===== src/rtl/acc_register_bank.sv =====
`default_nettype none
// ============================================================================
//  Module      : acc_register_bank
//  Description : Bank of CHANNELS signed accumulators with LOAD/ADD/SUB/CLEAR
//                ops, optional saturation, sticky overflow and clear-all FSM.
//  Revision    : 1.0 - initial release
// ============================================================================
module acc_register_bank #(
    parameter int WORD_LENGTH = 8,
    parameter int CHANNELS    = 4,
    parameter bit SATURATE    = 1'b1
) (
    input  logic                            clk,
    input  logic                            reset,
    input  logic                            in_valid,
    output logic                            in_ready,
    input  logic [1:0]                      op,
    input  logic [$clog2(CHANNELS)-1:0]     ch_sel,
    input  logic signed [WORD_LENGTH-1:0]   Data_Input,
    input  logic                            clear_all,
    output logic                            busy,
    output logic                            res_valid,
    output logic [$clog2(CHANNELS)-1:0]     res_ch,
    output logic signed [WORD_LENGTH-1:0]   res_data,
    output logic                            res_ovf,
    input  logic [$clog2(CHANNELS)-1:0]     rd_ch,
    output logic signed [WORD_LENGTH-1:0]   rd_data
);

    localparam int                       CH_BITS   = $clog2(CHANNELS);
    localparam logic [CH_BITS:0]         C_NUM_CH  = (CH_BITS+1)'(CHANNELS);
    localparam logic [CH_BITS-1:0]       C_LAST_CH = CH_BITS'(CHANNELS-1);
    localparam logic [WORD_LENGTH-1:0]   C_MAX     = {1'b0, {(WORD_LENGTH-1){1'b1}}};
    localparam logic [WORD_LENGTH-1:0]   C_MIN     = {1'b1, {(WORD_LENGTH-1){1'b0}}};
    localparam logic [1:0]               C_OP_LOAD = 2'b00;
    localparam logic [1:0]               C_OP_ADD  = 2'b01;
    localparam logic [1:0]               C_OP_SUB  = 2'b10;

    typedef enum logic [0:0] {
        S_IDLE     = 1'b0,
        S_CLEARING = 1'b1
    } state_t;

    state_t                         r_state;
    logic [CH_BITS-1:0]             r_cnt;
    logic signed [WORD_LENGTH-1:0]  r_acc [CHANNELS];
    logic [CHANNELS-1:0]            r_ovf;

    logic signed [WORD_LENGTH-1:0]  w_acc_next [CHANNELS];
    logic [CHANNELS-1:0]            w_ovf_next;
    logic                           w_ch_ok;
    logic                           w_rd_ok;
    logic                           w_write;
    logic signed [WORD_LENGTH-1:0]  w_cur;
    logic                           w_cur_ovf;
    logic signed [WORD_LENGTH:0]    w_sum;
    logic                           w_overflow;
    logic signed [WORD_LENGTH-1:0]  w_result;
    logic                           w_new_ovf;

    assign in_ready = (r_state == S_IDLE);
    assign busy     = (r_state == S_CLEARING);
    assign w_ch_ok  = ({1'b0, ch_sel} < C_NUM_CH);
    assign w_rd_ok  = ({1'b0, rd_ch} < C_NUM_CH);
    assign w_write  = in_valid & in_ready & w_ch_ok;

    always_comb begin
        w_cur     = w_ch_ok ? r_acc[ch_sel] : '0;
        w_cur_ovf = w_ch_ok & r_ovf[ch_sel];

        // One extra bit of headroom makes overflow a simple sign-bit disagreement
        if (op == C_OP_SUB) begin
            w_sum = {w_cur[WORD_LENGTH-1], w_cur} - {Data_Input[WORD_LENGTH-1], Data_Input};
        end else begin
            w_sum = {w_cur[WORD_LENGTH-1], w_cur} + {Data_Input[WORD_LENGTH-1], Data_Input};
        end
        w_overflow = w_sum[WORD_LENGTH] ^ w_sum[WORD_LENGTH-1];

        w_result  = '0;
        w_new_ovf = 1'b0;
        case (op)
            C_OP_LOAD: begin
                w_result  = Data_Input;
                w_new_ovf = w_cur_ovf;
            end
            C_OP_ADD, C_OP_SUB: begin
                if (SATURATE && w_overflow) begin
                    w_result = w_sum[WORD_LENGTH] ? C_MIN : C_MAX;
                end else begin
                    w_result = w_sum[WORD_LENGTH-1:0];
                end
                w_new_ovf = w_cur_ovf | w_overflow;
            end
            default: begin
                w_result  = '0;
                w_new_ovf = 1'b0;
            end
        endcase

        for (int i = 0; i < CHANNELS; i++) begin
            w_acc_next[i] = r_acc[i];
        end
        w_ovf_next = r_ovf;

        if (w_write) begin
            w_acc_next[ch_sel] = w_result;
            w_ovf_next[ch_sel] = w_new_ovf;
        end

        // Ops are blocked while clearing, so the sweep never collides with a write
        if (r_state == S_CLEARING) begin
            w_acc_next[r_cnt] = '0;
            w_ovf_next[r_cnt] = 1'b0;
        end
    end

    always_ff @(posedge clk or negedge reset) begin
        if (!reset) begin
            r_state <= S_IDLE;
            r_cnt   <= '0;
        end else begin
            case (r_state)
                S_IDLE: begin
                    if (clear_all) begin
                        r_state <= S_CLEARING;
                        r_cnt   <= '0;
                    end
                end
                S_CLEARING: begin
                    if (r_cnt == C_LAST_CH) begin
                        r_state <= S_IDLE;
                        r_cnt   <= '0;
                    end else begin
                        r_cnt   <= r_cnt + 1'b1;
                    end
                end
                default: begin
                    r_state <= S_IDLE;
                    r_cnt   <= '0;
                end
            endcase
        end
    end

    always_ff @(posedge clk or negedge reset) begin
        if (!reset) begin
            for (int i = 0; i < CHANNELS; i++) begin
                r_acc[i] <= '0;
            end
            r_ovf     <= '0;
            res_valid <= 1'b0;
            res_ch    <= '0;
            res_data  <= '0;
            res_ovf   <= 1'b0;
            rd_data   <= '0;
        end else begin
            for (int i = 0; i < CHANNELS; i++) begin
                r_acc[i] <= w_acc_next[i];
            end
            r_ovf     <= w_ovf_next;
            res_valid <= w_write;
            if (w_write) begin
                res_ch   <= ch_sel;
                res_data <= w_result;
                res_ovf  <= w_new_ovf;
            end
            // Write-first: the read sees whatever lands in the bank at this edge
            rd_data <= w_rd_ok ? w_acc_next[rd_ch] : '0;
        end
    end

endmodule
`default_nettype wire

===== config.mk =====
export PLATFORM = sky130hd
export DESIGN_NAME = acc_register_bank
export DESIGN_NICKNAME = d
export VERILOG_FILES = /design/src/rtl/acc_register_bank.sv
export SDC_FILE = /design/constraint.sdc
export NUM_CORES = 1
export LEC_CHECK = 0
export CORE_MARGIN = 2
export CORE_UTILIZATION = 30
export DETAILED_ROUTE_END_ITERATION = 8
export HOLD_SLACK_MARGIN = 0.03
export PLACE_DENSITY = 0.47
export SLEW_MARGIN = 10
export SYNTH_ARGS = -nofsm -noshare
export SYNTH_HDL_FRONTEND = slang
export SYNTH_SLANG_ARGS = --single-unit

===== constraint.sdc =====
create_clock -name clk -period 4.7 [get_ports clk]
set_clock_uncertainty 0.05 [all_clocks]
set_input_delay 0.47 -clock clk [delete_from_list [all_inputs] [get_ports clk]]
set_output_delay 0.47 -clock clk [all_outputs]
set_load 0.005 [all_outputs]

======== Word-level counts from Yosys, hierarchy flattened ========
Cells that the tools add are included.
storage, ports and cells
  flip-flop bits (word level) ............. 59
  bits of input ports ..................... 18
  output and inout bits ................... 22
  word-level logic and storage cells ...... 78
operators by class
  add/sub/neg operators ................... 3
  magnitude comparators ................... 9
  equality and inequality tests ........... 4
  muxes and demuxes ....................... 33
  bitwise logic cells ..................... 11
  reductions and logical operators ........ 6
operators by type and width
  kind                                                 count
  2-to-1 mux 32 bit                                    2
  2-to-1 mux 8 bit                                     8
  AND 32 bit                                           1
  binary-select mux 8 bit (select 2 bit)               2
  bitwise mux 32 bit                                   1
  demux 8 bit (select 2 bit)                           2
  inverter 32 bit                                      1
  one-hot mux 8 bit (2 select lines)                   1
  adder 8 x 8 -> 9 bit                                 1
  >= comparator 3 bit, second input constant           3
  2-to-1 mux 9 bit                                     1
  inverter 2 -> 3 bit                                  3
  subtractor 8 x 8 -> 9 bit                            1
  2-to-1 mux 4 bit                                     2
  < comparator 2 x 3 -> 1 bit, second input constant   2
  < comparator 3 x 1 -> 1 bit, second input constant   2
  2-to-1 mux 1 bit                                     5
  AND 4 bit                                            1
  bitwise mux 4 bit                                    1
  demux 1 bit (select 2 bit)                           2
  equality test 2 bit, second input constant           2
  >= comparator 2 x 1 -> 1 bit, second input constant  2
  logical AND 1 bit                                    4
  2-to-1 mux 2 bit                                     2
  13 further kinds                                     14

======== Longest topological paths before layout ========
Gate-level depths: netlist of run 1.
  word-level depth ........................ 16
  mapped depth ............................ 15
  mapped depth without buffers ............ 14

======== Least setup slack after synthesis of run 1 ========
OpenSTA, ideal clock, no wires.
  path kind ............................... input -> register
  from .................................... in ch_sel[0]
  to ...................................... reg rd_data[7]
  library setup time ...................... 0.139 ns
  data arrival time ....................... 3.669 ns
  data required time ...................... 4.511 ns
  slack ................................... 0.842 ns
  stages on the path ...................... 12
  buffers on the path ..................... 2
  cell sequence ........................... buf_6 -> clkbuf_1 -> mux4_2 -> ha_1 -> nor2b_1 -> o31a_1 -> o21a_1 -> a21oi_1 -> xnor2_1 -> a22oi_4 -> a211oi_1 -> or4_1
on the way
  word-level cells in the longest chain between the ends .. 16
  elaborated cells between the ends (all ways) .. 23
  classes of those cells .................. 2 x add/sub; 2 x order compare; 15 x mux; 3 x bitwise; 1 x reduce/logical
ends and longest elaborated chain
  element                                                                   RTL line  source
  start, declared                                                           18        input logic [$clog2(CHANNELS)-1:0] ch_sel,
  inverter 2 -> 3 bit (implied by the code) *                               68, 106
  binary-select mux 8 bit (select 2 bit)                                    68        w_cur = w_ch_ok ? r_acc[ch_sel] : '0;
  2-to-1 mux 8 bit (implied by the code) (2 in series)                      68
  adder 8 x 8 -> 9 bit / subtractor 8 x 8 -> 9 bit (equally long branches)  75, 73
  2-to-1 mux 9 bit                                                          72        if (op == C_OP_SUB) begin
  2-to-1 mux 8 bit / XOR 1 bit (equally long branches)                      88, 77
  2-to-1 mux 8 bit                                                          87        if (SATURATE && w_overflow) begin
  one-hot mux 8 bit (2 select lines)                                        81        case (op)
  bitwise mux 32 bit *                                                      106       w_acc_next[ch_sel] = w_result;
  2-to-1 mux 32 bit *                                                       105       if (w_write) begin
  AND 32 bit (no source line)                                               -
  2-to-1 mux 32 bit *                                                       111       if (r_state == S_CLEARING) begin
  binary-select mux 8 bit (select 2 bit) *                                  168       rd_data <= w_rd_ok ? w_acc_next[rd_ch] : '0;
  2-to-1 mux 8 bit (implied by the code) * (2 in series)                    168
  end signal, assigned                                                      168
  end, declared                                                             27        output logic signed [WORD_LENGTH-1:0] rd_data
Mark *: on every way between the ends. The rest lies on a longest branch, timed or not. The select of a mux whose other input is x is not followed.
A chain may end at the register's enable or synchronous reset.

======== Final worst setup path of run 1 ========
  from .................................... in ch_sel[0]
  to ...................................... reg rd_data[6]
The elaborated chain is that of the path after synthesis.

==> results of run 1 <==
==> worst paths after layout <==
check	from	depth (start not counted)	slack, ps	to
worst max-delay path	ch_sel[0]	12	660	rd_data[6]$_DFF_PN0_
worst min-delay path	reset	2	240	r_cnt[0]$_DFFE_PN0P_
worst max register to register	r_acc[2]$_DFF_PN0_	10	1140	rd_data[6]$_DFF_PN0_
worst min register to register	res_data[2]$_DFFE_PN0P_	2	440	res_data[2]$_DFFE_PN0P_
max in group asynchronous	reset	2	3840	res_data[2]$_DFFE_PN0P_
min in group clk	res_data[2]$_DFFE_PN0P_	2	440	res_data[2]$_DFFE_PN0P_
==> metal layers <==
layer | up-vias | part of all wire, % | track usage, %
met5 | - | 0 | 0
met3 | 24 | 4.7 | 2.63
li1 | 1659 | - | -
met2 | 124 | 45 | 27.4
met1 | 1711 | 48 | 25.7
met4 | 0 | 2.2 | 7.92
==> critical path, cell delays in order <==
cell and delay (ps):
sky130_fd_sc_hd__clkdlybuf4s50_1 460, sky130_fd_sc_hd__buf_4 210, sky130_fd_sc_hd__buf_4 230, sky130_fd_sc_hd__mux4_2 650, sky130_fd_sc_hd__ha_1 260, sky130_fd_sc_hd__inv_1 130, sky130_fd_sc_hd__xnor3_1 480, sky130_fd_sc_hd__a211oi_1 240
sky130_fd_sc_hd__a31o_2 210, sky130_fd_sc_hd__o21ai_1 100, sky130_fd_sc_hd__a22oi_1 480, sky130_fd_sc_hd__o221ai_1 240
==> final cells by class <==
type,instances,area (um2),share of cell area [%]
multi-input cells,319,2210,45.8
clock buffers,10,239,4.96
well taps,172,215,4.47
clock inverters,6,65.1,1.35
inverters,17,63.8,1.32
flip-flops and latches,59,1480,30.6
repair buffers,61,551,11.4
==> where the power goes <==
part           internal (mW)  switching, mW
registers              0.728          0.158
clock network          0.424          0.235
logic                  0.765          0.970
total                   1.92           1.36
==> cell usage after synthesis, drive strengths merged (4+ instances only) <==
| library cell | number |
|---|---|
| a21oi | 46 |
| clkbuf | 22 |
| xnor2 | 13 |
| nand2 | 35 |
| ha | 16 |
| nor2 | 26 |
| a211oi | 8 |
| mux4 | 9 |
| o221ai | 4 |
| nand4 | 4 |
| nor2b | 4 |
| and2 | 5 |
| a222oi | 6 |
| dfrtp | 59 |
| a22oi | 10 |
| nand3 | 7 |
| inv | 17 |
| nand2b | 8 |
| o21ai | 59 |
| nor3 | 10 |
| a22o | 6 |
==> flip-flops by register name, summed over array words and instances (netlist names) <==
name,count
res_ch,2
busy,1
r_acc,32
res_valid,1
rd_data,8
r_ovf,4
res_data,8
res_ovf,1
r_cnt,2
==> cell families after synthesis <==
logic type                 count (synthesis)  share of synthesized area [%]
and+or+nand+nor                          108                           13.3
DFF                                       59                           38.4
adders and majority gates                 18                           5.99
AOI/OAI and AO/OA                        166                           27.6
muxes                                     10                           5.57
buffers and inverters                     42                           4.36
xor gates and xnor gates                  17                           4.72
==> impl_results.html, run 1 <==
<table>
<tr><th>Metric</th><th>Value</th></tr>
<tr><th colspan="2">Drt</th></tr>
<tr><td>Iter 0 DRT Violations</td><td>between 400 and 500</td></tr>
<tr><td>WL per Instance</td><td>~18 um</td></tr>
<tr><td>Number of vias per cell after detailed routing</td><td>5.46</td></tr>
<tr><td>Sum of routed wire length over all layers</td><td>11600 um</td></tr>
<tr><td>Antenna Nets Post-Route</td><td>0</td></tr>
<tr><td>Number of search-and-repair iterations in the first detailed-routing pass</td><td>6</td></tr>
<tr><td>Via total after detailed routing</td><td>3518</td></tr>
<tr><td>Remaining design rule violation count</td><td>0</td></tr>
<tr><th colspan="2">Place</th></tr>
<tr><td>Routability congestion estimate from global placement</td><td>approximately 0.85</td></tr>
<tr><td>Number of cells after detailed placement</td><td>628</td></tr>
<tr><td>Pre-CTS setup slack</td><td>273 ps</td></tr>
<tr><td>Port Buffer Count</td><td>39</td></tr>
<tr><td>Post-Place Cell Area</td><td>0.00451 mm2</td></tr>
<tr><td>Placed wire-length estimate</td><td>8620 um</td></tr>
<tr><th colspan="2">Synth</th></tr>
<tr><td>Number of warning messages in the yosys log</td><td>0</td></tr>
<tr><td>Synth Cell Area</td><td>0.00384 mm2</td></tr>
<tr><td>Post-synthesis sequential element count</td><td>59</td></tr>
<tr><td>Number of synthesized flops with an enable pin</td><td>0</td></tr>
<tr><td>Fraction of synthesis flops using an asynchronous set or reset pin</td><td>100%</td></tr>
<tr><td>Most area-hungry cell type in the Yosys netlist</td><td>sky130_fd_sc_hd__dfrtp_1</td></tr>
<tr><td>Instance count of the mapped netlist</td><td>420</td></tr>
<tr><td>Prevailing post-synth register cell</td><td>sky130_fd_sc_hd__dfrtp_1</td></tr>
<tr><td>Share of Yosys cell area claimed by the top area cell type</td><td>38.4%</td></tr>
<tr><td>Post-synthesis average cell area</td><td>slightly above 9 um2</td></tr>
<tr><td>Proportion of synthesized chip area in sequential cells</td><td>approximately two fifths</td></tr>
<tr><td>Syn Nets</td><td>455</td></tr>
<tr><td>Leading post-synthesis cells by cell area</td><td>sky130_fd_sc_hd__dfrtp_1 38%, sky130_fd_sc_hd__o21ai_0 7.6%, sky130_fd_sc_hd__a21oi_1 6.0%</td></tr>
<tr><td>Count of unique library cells instantiated by Yosys</td><td>56</td></tr>
<tr><th colspan="2">GRT</th></tr>
<tr><td>Via count of the first global-routing pass</td><td>3435</td></tr>
<tr><td>Global-route wire length before repair</td><td>18800 um</td></tr>
<tr><td>Pin count of the biggest net entering global routing</td><td>60</td></tr>
<tr><td>GR Overflow Total</td><td>0</td></tr>
<tr><td>Antenna violations before repair</td><td>0</td></tr>
<tr><td>Global-route usage over all layers</td><td>18.1%</td></tr>
<tr><th colspan="2">Cells and area</th></tr>
<tr><td>Number of nets in the layout</td><td>~500</td></tr>
<tr><td>Most common cell after layout, fill and taps aside</td><td>sky130_fd_sc_hd__dfrtp_1</td></tr>
<tr><td>Commonest cells after routing, fill and taps aside</td><td>59 x sky130_fd_sc_hd__dfrtp_1, 58 x sky130_fd_sc_hd__o21ai_0, 46 x sky130_fd_sc_hd__a21oi_1, 38 x sky130_fd_sc_hd__clkdlybuf4s50_1, 35 x sky130_fd_sc_hd__nand2_1</td></tr>
<tr><td>Utilization after layout</td><td>38.3%</td></tr>
<tr><td>Antenna fix cells</td><td>0</td></tr>
<tr><td>Fraction of final layout cells sized beyond drive strength 1</td><td>12.1%</td></tr>
<tr><td>Post-route insts no fill</td><td>between 600 and 700</td></tr>
<tr><td>Layout area overhead</td><td>25.4%</td></tr>
<tr><td>Fill cells</td><td>1290</td></tr>
<tr><td>Total non-filler cell area in the finished layout</td><td>0.00482 mm2</td></tr>
<tr><th colspan="2">Timing</th></tr>
<tr><td>Achievable clock frequency</td><td>247 MHz</td></tr>
<tr><td>Setup ws final</td><td>658 ps</td></tr>
<tr><td>Max-slew violation count</td><td>0</td></tr>
<tr><td>Final critical path time including I/O delays and setup</td><td>4040 ps</td></tr>
<tr><td>Hold Fails Final Rpt</td><td>0</td></tr>
<tr><td>Worst Hold Margin</td><td>240 ps</td></tr>
<tr><td>Unrepaired setup endpoints after global routing</td><td>false</td></tr>
<tr><td>Tightest Pin Transition</td><td>1050 ps</td></tr>
<tr><td>Max_slew headroom</td><td>30.1%</td></tr>
<tr><td>Accumulated negative setup slack</td><td>0 ps</td></tr>
<tr><td>Crit share post-route</td><td>86.0%</td></tr>
<tr><td>Finish-stage setup viols</td><td>0</td></tr>
<tr><th colspan="2">Worst setup path</th></tr>
<tr><td>Data required time of the worst path</td><td>4820 ps</td></tr>
<tr><td>Startpoint Class</td><td>primary input</td></tr>
<tr><td>Biggest fanout along the worst timing path</td><td>11</td></tr>
<tr><td>Kind of critical path</td><td>primary input to flop</td></tr>
<tr><td>Critical Path Sink Type</td><td>flop</td></tr>
<tr><td>Signal arrival time at the worst endpoint</td><td>4160 ps</td></tr>
<tr><th colspan="2">Clock network</th></tr>
<tr><td>Worst skew pair latency</td><td>between 300 and 400 ps</td></tr>
<tr><td>Post-CTS Setup Bufs</td><td>0</td></tr>
<tr><td>Clk sinks</td><td>59</td></tr>
<tr><td>CTS clock-pin slew for the worst setup and hold paths</td><td>50 ps</td></tr>
<tr><td>H-Tree Level Count</td><td>3</td></tr>
<tr><td>CTS Buf Count</td><td>9</td></tr>
<tr><td>Number of hold buffers added after CTS</td><td>0</td></tr>
<tr><td>Master cell of the clock root buffer</td><td>sky130_fd_sc_hd__clkbuf_16</td></tr>
<tr><td>Number of gates resized after CTS</td><td>0</td></tr>
<tr><td>Maximum clock insertion buffer count</td><td>2</td></tr>
<tr><td>Clock tree from TritonCTS</td><td>built</td></tr>
<tr><th colspan="2">Pwr</th></tr>
<tr><td>Pwr dens</td><td>between 600 and 700 mW/mm2</td></tr>
<tr><td>VDD IR max</td><td>about 0.00025 V</td></tr>
<tr><td>Leakage power figure</td><td>just over 2 nW</td></tr>
<tr><td>Total power of the final layout</td><td>3.28 mW</td></tr>
<tr><th colspan="2">Floorplan</th></tr>
<tr><td>IO Count</td><td>40</td></tr>
<tr><td>Core Area</td><td>roughly 0.013 mm2</td></tr>
<tr><td>Vert. Die Dim</td><td>around 120 um</td></tr>
<tr><td>Die Footprint</td><td>about 0.014 mm2</td></tr>
<tr><td>Die W</td><td>117 um</td></tr>
<tr><td>Number of rows created at floorplan</td><td>41</td></tr>
<tr><td>Initial Utilization</td><td>between 30% and 40%</td></tr>
<tr><th colspan="2">Run status</th></tr>
<tr><td>Run status</td><td>completed</td></tr>
<tr><th colspan="2">Job</th></tr>
<tr><td>Number of maximum-capacitance constraint violations</td><td>0</td></tr>
<tr><th colspan="2">Hold path</th></tr>
<tr><td>Type of the most critical hold path</td><td>primary input to asynchronous set/reset pin</td></tr>
</table>
Note: power is estimated with default switching activity, not from simulation.
==> run 2: changes to the inputs <==
Settings changed: CORE_MARGIN 2 to 4.
==> run 2 against run 1 <==
  * Global-route usage down 1.4 points
  * Hold slack better by 7.9 ps
  * Wire length up 0.49%
  * Setup slack worse by 120 ps
  * Sequential cell count did not move
  * Sequential power hardly changed
  * Critical path type unchanged
  * Largest power group unchanged
==> impl_results.html, run 2 (same netlist as run 1, synthesis figures left out) <==
<table>
<tr><th>Metric</th><th>Value</th></tr>
<tr><th colspan="2">Drt</th></tr>
<tr><td>Number of vias per cell after detailed routing</td><td>5.35 (-2.0%)</td></tr>
<tr><td>WL per Instance</td><td>18.1 um (+0.49%)</td></tr>
<tr><td>Number of search-and-repair iterations in the first detailed-routing pass</td><td>5 (-1)</td></tr>
<tr><td>Remaining design rule violation count</td><td>0 (unchanged)</td></tr>
<tr><td>Antenna Nets Post-Route</td><td>0 (unchanged)</td></tr>
<tr><td>Sum of routed wire length over all layers</td><td>11700 um (+0.49%)</td></tr>
<tr><td>Iter 0 DRT Violations</td><td>513 (+12%)</td></tr>
<tr><td>Via total after detailed routing</td><td>3447 (-2.0%)</td></tr>
<tr><th colspan="2">Worst setup path</th></tr>
<tr><td>Critical R2R Capture</td><td>rd_data[6]$_DFF_PN0_</td></tr>
<tr><td>Critical Path Sink Type</td><td>flop</td></tr>
<tr><td>Kind of critical path</td><td>primary input to flop</td></tr>
<tr><td>Biggest fanout along the worst timing path</td><td>11 (unchanged)</td></tr>
<tr><td>Register-to-Register Setup Slack</td><td>1060 ps (-80 ps)</td></tr>
<tr><td>Startpoint Class</td><td>primary input</td></tr>
<tr><td>Signal arrival time at the worst endpoint</td><td>4270 ps (+110 ps)</td></tr>
<tr><td>Length in cells of the worst reg-to-reg path</td><td>11 (+1)</td></tr>
<tr><td>Worst R2R Start</td><td>r_acc[2]$_DFF_PN0_</td></tr>
<tr><td>Data required time of the worst path</td><td>4810 ps (about the same)</td></tr>
<tr><td>Critical Path Source</td><td>ch_sel[0]</td></tr>
<tr><th colspan="2">GRT</th></tr>
<tr><td>Antenna violations before repair</td><td>0 (unchanged)</td></tr>
<tr><td>Met2 capacity usage during global routing</td><td>26.5% (-0.89 points)</td></tr>
<tr><td>Global-route track usage on met1</td><td>23.6% (-2.1 points)</td></tr>
<tr><td>GR Overflow Total</td><td>0 (unchanged)</td></tr>
<tr><td>Met3 Usage GRT</td><td>3.03% (+0.40 points)</td></tr>
<tr><td>GRT Max-Usage Layer</td><td>met2</td></tr>
<tr><td>Via count of the first global-routing pass</td><td>3471 (+1.0%)</td></tr>
<tr><td>Pin count of the biggest net entering global routing</td><td>60 (unchanged)</td></tr>
<tr><td>Global-route usage over all layers</td><td>16.6% (-1.4 points)</td></tr>
<tr><td>Global-route wire length before repair</td><td>19100 um (+1.3%)</td></tr>
<tr><th colspan="2">Timing</th></tr>
<tr><td>Finish-stage setup viols</td><td>0 (unchanged)</td></tr>
<tr><td>Accumulated negative setup slack</td><td>0 ps (unchanged)</td></tr>
<tr><td>Hold Fails Final Rpt</td><td>0 (unchanged)</td></tr>
<tr><td>Max_slew headroom</td><td>28.1% (-2.0 points)</td></tr>
<tr><td>Max-slew violation count</td><td>0 (unchanged)</td></tr>
<tr><td>Final critical path time including I/O delays and setup</td><td>4160 ps (+119 ps)</td></tr>
<tr><td>Crit share post-route</td><td>88.5% (+2.5 points)</td></tr>
<tr><td>Achievable clock frequency</td><td>240 MHz (-2.8%)</td></tr>
<tr><td>Tightest Pin Transition</td><td>1080 ps (+29.5 ps)</td></tr>
<tr><td>Unrepaired setup endpoints after global routing</td><td>false</td></tr>
<tr><th colspan="2">Cells and area</th></tr>
<tr><td>Number of nets in the layout</td><td>502 (unchanged)</td></tr>
<tr><td>Fraction of final layout cells sized beyond drive strength 1</td><td>11.7% (-0.42 points)</td></tr>
<tr><td>Largest regs</td><td>r_acc x32, rd_data x8, res_data x8</td></tr>
<tr><td>Layout area overhead</td><td>24.3%</td></tr>
<tr><td>Number of flip-flops under the largest register name</td><td>32 (unchanged)</td></tr>
<tr><td>Largest register by flop count</td><td>r_acc</td></tr>
<tr><td>Commonest cells after routing, fill and taps aside</td><td>59 x sky130_fd_sc_hd__dfrtp_1, 58 x sky130_fd_sc_hd__o21ai_0, 46 x sky130_fd_sc_hd__a21oi_1, 38 x sky130_fd_sc_hd__clkdlybuf4s50_1, 35 x sky130_fd_sc_hd__nand2_1</td></tr>
<tr><td>Antenna fix cells</td><td>0 (unchanged)</td></tr>
<tr><td>Most common cell after layout, fill and taps aside</td><td>sky130_fd_sc_hd__dfrtp_1</td></tr>
<tr><td>Post-route insts no fill</td><td>644 (unchanged)</td></tr>
<tr><th colspan="2">Hold path</th></tr>
<tr><td>Type of the most critical hold path</td><td>primary input to asynchronous set/reset pin</td></tr>
<tr><th colspan="2">Pwr</th></tr>
<tr><td>Pwr dens</td><td>669 mW/mm2 (-1.7%)</td></tr>
<tr><td>VDD IR max</td><td>0.000261 V (+5.6%)</td></tr>
<tr><td>Total power of the final layout</td><td>3.20 mW (-2.5%)</td></tr>
<tr><td>Leakage power figure</td><td>2.03 nW (-1.1%)</td></tr>
<tr><th colspan="2">Clock network</th></tr>
<tr><td>Master cell of the clock root buffer</td><td>sky130_fd_sc_hd__clkbuf_16</td></tr>
<tr><td>H-Tree Level Count</td><td>3 (unchanged)</td></tr>
<tr><td>Number of gates resized after CTS</td><td>0 (unchanged)</td></tr>
<tr><td>Number of hold buffers added after CTS</td><td>0 (unchanged)</td></tr>
<tr><td>CTS clock-pin slew for the worst setup and hold paths</td><td>50 ps (about the same)</td></tr>
<tr><td>Clk sinks</td><td>59 (unchanged)</td></tr>
<tr><td>Worst skew pair latency</td><td>320 ps (about the same)</td></tr>
<tr><td>CTS Buf Count</td><td>9 (unchanged)</td></tr>
<tr><td>Maximum clock insertion buffer count</td><td>2 (unchanged)</td></tr>
<tr><td>Post-CTS Setup Bufs</td><td>0 (unchanged)</td></tr>
<tr><td>Clock tree from TritonCTS</td><td>built</td></tr>
<tr><th colspan="2">Place</th></tr>
<tr><td>Number of cells after detailed placement</td><td>628 (unchanged)</td></tr>
<tr><td>Placed wire-length estimate</td><td>8740 um (+1.4%)</td></tr>
<tr><td>Routability congestion estimate from global placement</td><td>0.866 (+1.4%)</td></tr>
<tr><td>Port Buffer Count</td><td>39 (unchanged)</td></tr>
<tr><th colspan="2">Floorplan</th></tr>
<tr><td>Initial Utilization</td><td>30.6% (unchanged)</td></tr>
<tr><td>Number of rows created at floorplan</td><td>41 (unchanged)</td></tr>
<tr><td>Core Area</td><td>0.0126 mm2 (unchanged)</td></tr>
<tr><td>Die Footprint</td><td>0.0147 mm2 (+6.9%)</td></tr>
<tr><td>Vert. Die Dim</td><td>121 um (+3.4%)</td></tr>
<tr><td>IO Count</td><td>40 (unchanged)</td></tr>
<tr><td>Die W</td><td>121 um (+3.4%)</td></tr>
<tr><th colspan="2">Job</th></tr>
<tr><td>Number of maximum-capacitance constraint violations</td><td>0 (unchanged)</td></tr>
<tr><th colspan="2">Run status</th></tr>
<tr><td>Run status</td><td>completed</td></tr>
</table>
run 2: worst max-delay path, cell delays in order:
cell	delay, ps
sky130_fd_sc_hd__clkdlybuf4s50_1	460
sky130_fd_sc_hd__buf_4	210
sky130_fd_sc_hd__buf_4	230
sky130_fd_sc_hd__mux4_2	640
sky130_fd_sc_hd__ha_1	260
sky130_fd_sc_hd__inv_1	130
sky130_fd_sc_hd__xnor3_1	470
sky130_fd_sc_hd__a211oi_1	280
sky130_fd_sc_hd__a31o_2	230
sky130_fd_sc_hd__o21ai_1	100
sky130_fd_sc_hd__a22oi_1	540
sky130_fd_sc_hd__o221ai_1	250
run 2: per-stage QoR:
step / util (%) / hold WS, ps / worst slack (ps) / instance area (um2)
finish: 38.0 / 248 / 540 / 4780
detailed placement: 35.9 / 412 / 225 / 4510
global placement: 35.9 / 415 / 277 / 4510
CTS: 38.0 / 281 / 560 / 4780
floorplan: - / 124 / 842 / 3840
global route: 38.0 / 324 / 355 / 4780
run 2: final cells by class:
cell class                 instances  area (um2)
sequential                        59        1480
clock inverter                     5        30.0
tap                              172         215
fill                            1266        7790
inverter                          17        63.8
timing repair buffer              61         551
multi-input combinational        319        2210
clock buffer                      11         233
run 2: power breakdown:
part	leakage, nW	internal, mW	switching (mW)
logic	1.13	0.763	0.968
registers	0.773	0.728	0.160
clock network	0.125	0.353	0.225
total	2.03	1.84	1.35
run 2: layer usage:
layer / vias to the layer above / part of all wire (%)
met4: 0 / 1.3
li1: 1656 / -
met2: 102 / 47
met5: - / 0
met3: 14 / 4.4
met1: 1675 / 48
run 2: how the worst max path moves through the flow:
| stage | endpoint | slack (ps) | cells past startpoint |
|---|---|---|---|
| after CTS | rd_data[6]$_DFF_PN0_ | 560 | 12 |
| after detailed placement | rd_data[6]$_DFF_PN0_ | 220 | 12 |
| after floorplan | rd_data[7]$_DFF_PN0_ | 840 | 12 |
| after global placement | rd_data[6]$_DFF_PN0_ | 280 | 12 |
| final | rd_data[6]$_DFF_PN0_ | 540 | 12 |
| after global routing | rd_data[6]$_DFF_PN0_ | 350 | 14 |
